==> config.mk <==
export PLATFORM = sky130hd
export DESIGN_NAME = uart_matrix_loader
export DESIGN_NICKNAME = d
export VERILOG_FILES = /design/src/rtl/uart_matrix_loader.sv
export SDC_FILE = /design/constraint.sdc
export NUM_CORES = 1
export LEC_CHECK = 0
export ABC_AREA = 1
export CELL_PAD_IN_SITES_DETAIL_PLACEMENT = 2
export CELL_PAD_IN_SITES_GLOBAL_PLACEMENT = 2
export CORE_UTILIZATION = 39
export CTS_CLUSTER_DIAMETER = 120
export DETAILED_ROUTE_END_ITERATION = 10
export GPL_TIMING_DRIVEN = 0
export PLACE_DENSITY = 0.84
export SYNTH_ARGS = -nofsm -noshare
export SYNTH_HDL_FRONTEND = slang
export SYNTH_SLANG_ARGS = --single-unit
==> constraint.sdc <==
create_clock -name clk -period 3.5 [get_ports clk]
set_clock_uncertainty 0.1 [all_clocks]
set_input_delay 0.35 -clock clk [delete_from_list [all_inputs] [get_ports clk]]
set_output_delay 0.35 -clock clk [all_outputs]
set_load 0.005 [all_outputs]
==> src/rtl/uart_matrix_loader.sv <==
// uart_matrix_loader: collects received bytes into NUM_MAT row-major matrices,
// then offers a registered random-read port and a tick-paced display sweep.
//
// state   | meaning
// --------+--------------------------------------------------------------
// LOAD    | accepting bytes into mem[wr_ptr] until DEPTH elements are held
// READY   | frame complete; waiting for tick & disp_en to start a sweep
// DISPLAY | sweep in progress; each enabled tick presents the next element
module uart_matrix_loader #(
  parameter  int ROWS    = 2,
  parameter  int COLS    = 2,
  parameter  int NUM_MAT = 2,
  parameter  int DATA_W  = 8,
  localparam int DEPTH   = NUM_MAT * ROWS * COLS,
  localparam int AW      = (DEPTH > 1) ? $clog2(DEPTH) : 1
) (
  input  logic              clk,
  input  logic              rst_n,
  input  logic              rx_valid,
  input  logic [7:0]        rx_byte,
  input  logic              rx_err,
  input  logic              reload,
  input  logic              disp_en,
  input  logic              tick,
  input  logic [AW-1:0]     rd_addr,
  output logic [DATA_W-1:0] rd_data,
  output logic              loaded,
  output logic [DATA_W-1:0] value,
  output logic              value_valid,
  output logic [AW-1:0]     disp_idx,
  output logic              frame_err,
  output logic              overrun
);

  typedef enum logic [1:0] {
    LOAD    = 2'd0,
    READY   = 2'd1,
    DISPLAY = 2'd2
  } state_t;

  localparam logic [AW-1:0] LAST    = AW'(DEPTH - 1);
  localparam logic [AW:0]   DEPTH_W = (AW + 1)'(DEPTH);

  state_t            state, state_nxt;
  logic [AW-1:0]     wr_ptr;
  logic [AW-1:0]     disp_nxt;
  logic [DATA_W-1:0] wr_val;
  logic              wr_evt, drop_evt, ovr_evt, start_evt, step_evt;
  logic [DATA_W-1:0] mem [DEPTH];

  // State register
  always_ff @(posedge clk or negedge rst_n) begin
    if (!rst_n) state <= LOAD;
    else        state <= state_nxt;
  end

  // Next-state and event decode; reload overrides everything, including a same-cycle byte
  always_comb begin
    state_nxt = state;
    wr_evt    = 1'b0;
    drop_evt  = 1'b0;
    ovr_evt   = 1'b0;
    start_evt = 1'b0;
    step_evt  = 1'b0;
    disp_nxt  = disp_idx + AW'(1);
    wr_val    = DATA_W'(rx_byte);
    if (reload) begin
      state_nxt = LOAD;
    end else begin
      case (state)
        LOAD: begin
          if (rx_valid) begin
            if (rx_err) begin
              drop_evt = 1'b1;
            end else begin
              wr_evt = 1'b1;
              if (wr_ptr == LAST) state_nxt = READY;
            end
          end
        end
        READY: begin
          ovr_evt = rx_valid;
          if (tick && disp_en) begin
            start_evt = 1'b1;
            // a single-element frame is fully presented by the starting tick
            if (LAST != '0) state_nxt = DISPLAY;
          end
        end
        DISPLAY: begin
          ovr_evt = rx_valid;
          if (tick && disp_en) begin
            step_evt = 1'b1;
            if (disp_nxt == LAST) state_nxt = READY;
          end
        end
        default: state_nxt = LOAD;
      endcase
    end
  end

  // Element storage; deliberately not reset so reload keeps old contents
  always_ff @(posedge clk) begin
    if (wr_evt) mem[wr_ptr] <= wr_val;
  end

  // Registered random read; out-of-range addresses read as zero, same-cycle write returns old data
  always_ff @(posedge clk or negedge rst_n) begin
    if (!rst_n)                       rd_data <= '0;
    else if ({1'b0, rd_addr} < DEPTH_W) rd_data <= mem[rd_addr];
    else                              rd_data <= '0;
  end

  // Load pointer, display sweep outputs and sticky error flags
  always_ff @(posedge clk or negedge rst_n) begin
    if (!rst_n) begin
      wr_ptr      <= '0;
      disp_idx    <= '0;
      loaded      <= 1'b0;
      value       <= '0;
      value_valid <= 1'b0;
      frame_err   <= 1'b0;
      overrun     <= 1'b0;
    end else begin
      value_valid <= 1'b0;
      if (reload) begin
        wr_ptr    <= '0;
        disp_idx  <= '0;
        loaded    <= 1'b0;
        frame_err <= 1'b0;
        overrun   <= 1'b0;
      end else begin
        if (wr_evt) begin
          if (wr_ptr == LAST) begin
            wr_ptr <= '0;
            loaded <= 1'b1;
          end else begin
            wr_ptr <= wr_ptr + AW'(1);
          end
        end
        if (drop_evt) frame_err <= 1'b1;
        if (ovr_evt)  overrun   <= 1'b1;
        if (start_evt) begin
          disp_idx    <= '0;
          value       <= mem[0];
          value_valid <= 1'b1;
        end
        if (step_evt) begin
          disp_idx    <= disp_nxt;
          value       <= mem[disp_nxt];
          value_valid <= 1'b1;
        end
      end
    end
  end

endmodule
==> impl_metrics.py <==
metrics = {
    "sta": {
        "layout_worst_path_cycle_share_pct": 76.4,
        "rsz0062_at_grt": "false",
        "max_freq_mhz": 374,
        "hold_viol": 15,
        "holdWs_ns": -0.0215,
        "tns_ns": 0,
        "fin_crit_ns": 2.67,
        "drv_slew": 0,
        "setup_violations": 0,
        "slew_headroom_pct": 19.1,
        "worst_slew_pin_slew_ns": 1.21,
    },
    "global_route": {
        "grt-ovfl-total": 0,
        "antenna_found_initial": 0,
        "grt_pass1_wl_mm": 27.6,
        "grt_usage_pct": 30.5,
        "grt_pass1_vias": 4607,
        "grt_max_degree": 29,
    },
    "status": {
        "violations": "design-rule violations, negative hold slack",
        "status": "finished with violations",
    },
    "yosys": {
        "syn-num-nets": 548,
        "yosysTopAreaCell": "edfxtp_1",
        "ys_top_cells_by_area": "edfxtp_1, dfrtp_1, nand2_1",
        "netlist_area_mm2": 0.00472,
        "synthTopCellsByCount": "nand2_1, inv_1, edfxtp_1",
        "synth-edff-count": 64,
        "synth.distinct_cells": 32,
        "synth_top_area_share_pct": 40.8,
        "synth.most_common_cell": "nand2_1",
        "syn_area_per_cell_um2": 9.03,
        "synth-seq-area-share_pct": 55.6,
        "ys_async_sr_fraction_pct": 30.4,
        "syn-instance-count": 522,
        "synthFlopType": "edfxtp_1",
        "yosys_warnings": 0,
        "ys_seq_elements": 92,
    },
    "place": {
        "place_hpwl_mm": 11.8,
        "placedInstanceArea_mm2": 0.00529,
        "io_buffers": 37,
        "finalWeightedCongestion": 0.829,
    },
    "detailed_routing": {
        "wire_per_inst_um": 24.7,
        "ant_nets": 0,
        "drt_iter0_markers": 237,
        "drt-pass1-iter-count": 7,
        "routed_wl_mm": 17.8,
        "routed_via_density": 5.60,
        "drcViolationCount": 2,
        "vias": 4029,
    },
    "critical_path": {
        "r2r_slack_ns": 0.83,
        "start_kind": "flip-flop",
        "r2r_start": "state[0]$_DFFE_PN0P_",
        "required_ns": 3.36,
        "crit_path_start": "state[0]$_DFFE_PN0P_",
        "path_class": "flip-flop to flip-flop",
        "reg2reg_depth": 6,
        "worstPathMaxFanout": 8,
        "cp.arrival_ns": 2.54,
        "r2r-end": "mem[6][4]$_DFFE_PP_",
        "end_kind": "flip-flop",
    },
    "cts": {
        "clk_latency_ns": 0.35,
        "cts.path.max_buffers": 2,
        "clock-root-buffer": "clkbuf_16",
        "clkTransAtPathRegs_ns": 0.07,
        "cts_buffers": 9,
        "cts_tree": "built",
        "ctsHoldBuffers": 0,
        "clock-sinks": 92,
        "cts-htree-levels": 3,
        "post_cts_buffers": 0,
        "cts.repair.resized": 0,
    },
    "final_layout": {
        "n_antenna_cell": 0,
        "stdcell_area_mm2": 0.00562,
        "utilization_pct": 48.4,
        "nNetsFinal": 598,
        "drive_gt1_share_pct": 9.88,
        "regArea_mm2": 0.00262,
        "syn_to_final_growth_pct": 19.1,
        "n_fill_cell": 1250,
        "multiInputGateArea_mm2": 0.00158,
    },
    "min_path": {
        "hp-class": "input pin to async pin",
    },
    "floorplan": {
        "die_x_um": 112,
        "io_pins": 41,
        "coreArea_mm2": 0.0116,
        "dieArea_mm2": 0.0125,
        "start_util_pct": 40.6,
        "rows": 39,
        "die_y_um": 112,
    },
    "pwr": {
        "ir_drop_mv": 0.341,
        "powerDensity_mw_per_mm2": 543,
        "power.leakage_nw": 2.49,
        "power.total_w": 0.00305,
    },
    "job": {
        "maxCapViolations": 0,
    },
}
[logic make-up after synthesis]
kind of cell               share of synthesized area [%]
and+or+nand+nor                                     20.7
buffers and inverters                               11.1
AOI/OAI and AO/OA                                   10.4
DFF                                                 55.6
adders and majority gates                           2.12
[layout make-up]
cell class	count	share of cell area [%]
Buffer	22	3.18
Clock inverter	6	1.54
Timing Repair Buffer	39	6.90
Inverter	91	6.17
Clock buffer	10	4.25
Multi-Input combinational cell	317	28.1
Sequential cell	92	46.7
Tap cell	143	3.18
[where the power goes]
| part | leakage [nW] | internal, W | switching (W) |
|---|---|---|---|
| Clock | 0.159 | 0.000646 | 0.000444 |
| Combinational | 1.41 | 0.000278 | 0.000377 |
| Sequential | 0.922 | 0.00125 | 0.0000525 |
[critical path, stage by stage, from the launching register on]
cell	delay, ns
dfrtp_1	0.42
inv_1	0.12
ha_1	0.18
nand3_1	0.13
nor2_2	0.22
nand2_1	0.20
nor2_1	0.93
[worst max path at each step]
stage	end	slack (ns)	cells after the start
after floorplan	mem[0][0]$_DFFE_PP_	1.40	6
after global placement	mem[1][0]$_DFFE_PP_	0.20	5
after detailed placement	mem[6][0]$_DFFE_PP_	0.60	5
after CTS	mem[6][5]$_DFFE_PP_	0.76	6
after global routing	mem[6][5]$_DFFE_PP_	0.61	6
final	mem[6][4]$_DFFE_PP_	0.83	6
[flip-flops by register name (all words and copies together) (netlist names), 2 cells and up]
| signal | count |
|---|---|
| disp_idx | 3 |
| value | 8 |
| mem | 64 |
| rd_data | 8 |
| wr_ptr | 3 |
| state | 2 |
[layer usage]
layer,GRT usage [%],share of wire [%]
met1,37.6,41
met5,0,0
met2,53.0,51
met4,15.1,3.2
met3,3.65,4.9
[placed cells by master, fill, tap and decap left out, types with 4 or more instances in the layout]
| cell type | instances |
|---|---|
| buf_4 | 6 |
| or2_1 | 4 |
| nand3_1 | 55 |
| or2_0 | 4 |
| clkdlybuf4s50_1 | 36 |
| buf_2 | 6 |
| edfxtp_1 | 64 |
| inv_1 | 84 |
| o21ai_1 | 16 |
| ha_1 | 8 |
| dfrtp_1 | 28 |
| nor2_1 | 9 |
| o21ai_0 | 20 |
| nand2_1 | 136 |
| a21oi_1 | 43 |
| inv_2 | 5 |
| clkbuf_16 | 9 |
| o21a_1 | 8 |
| buf_6 | 11 |
[per-stage QoR]
stage | worst slack [ns] | std cells | hold WS (ns)
after global routing | 0.608 | 720 | 0.0219
after floorplan | 1.40 | 522 | -0.0456
after CTS | 0.761 | 720 | 0.00218
final | 0.827 | 720 | -0.0215
after global placement | 0.200 | 702 | 0.378
after detailed placement | 0.604 | 704 | 0.384
Power figures use the tool's default switching activity.
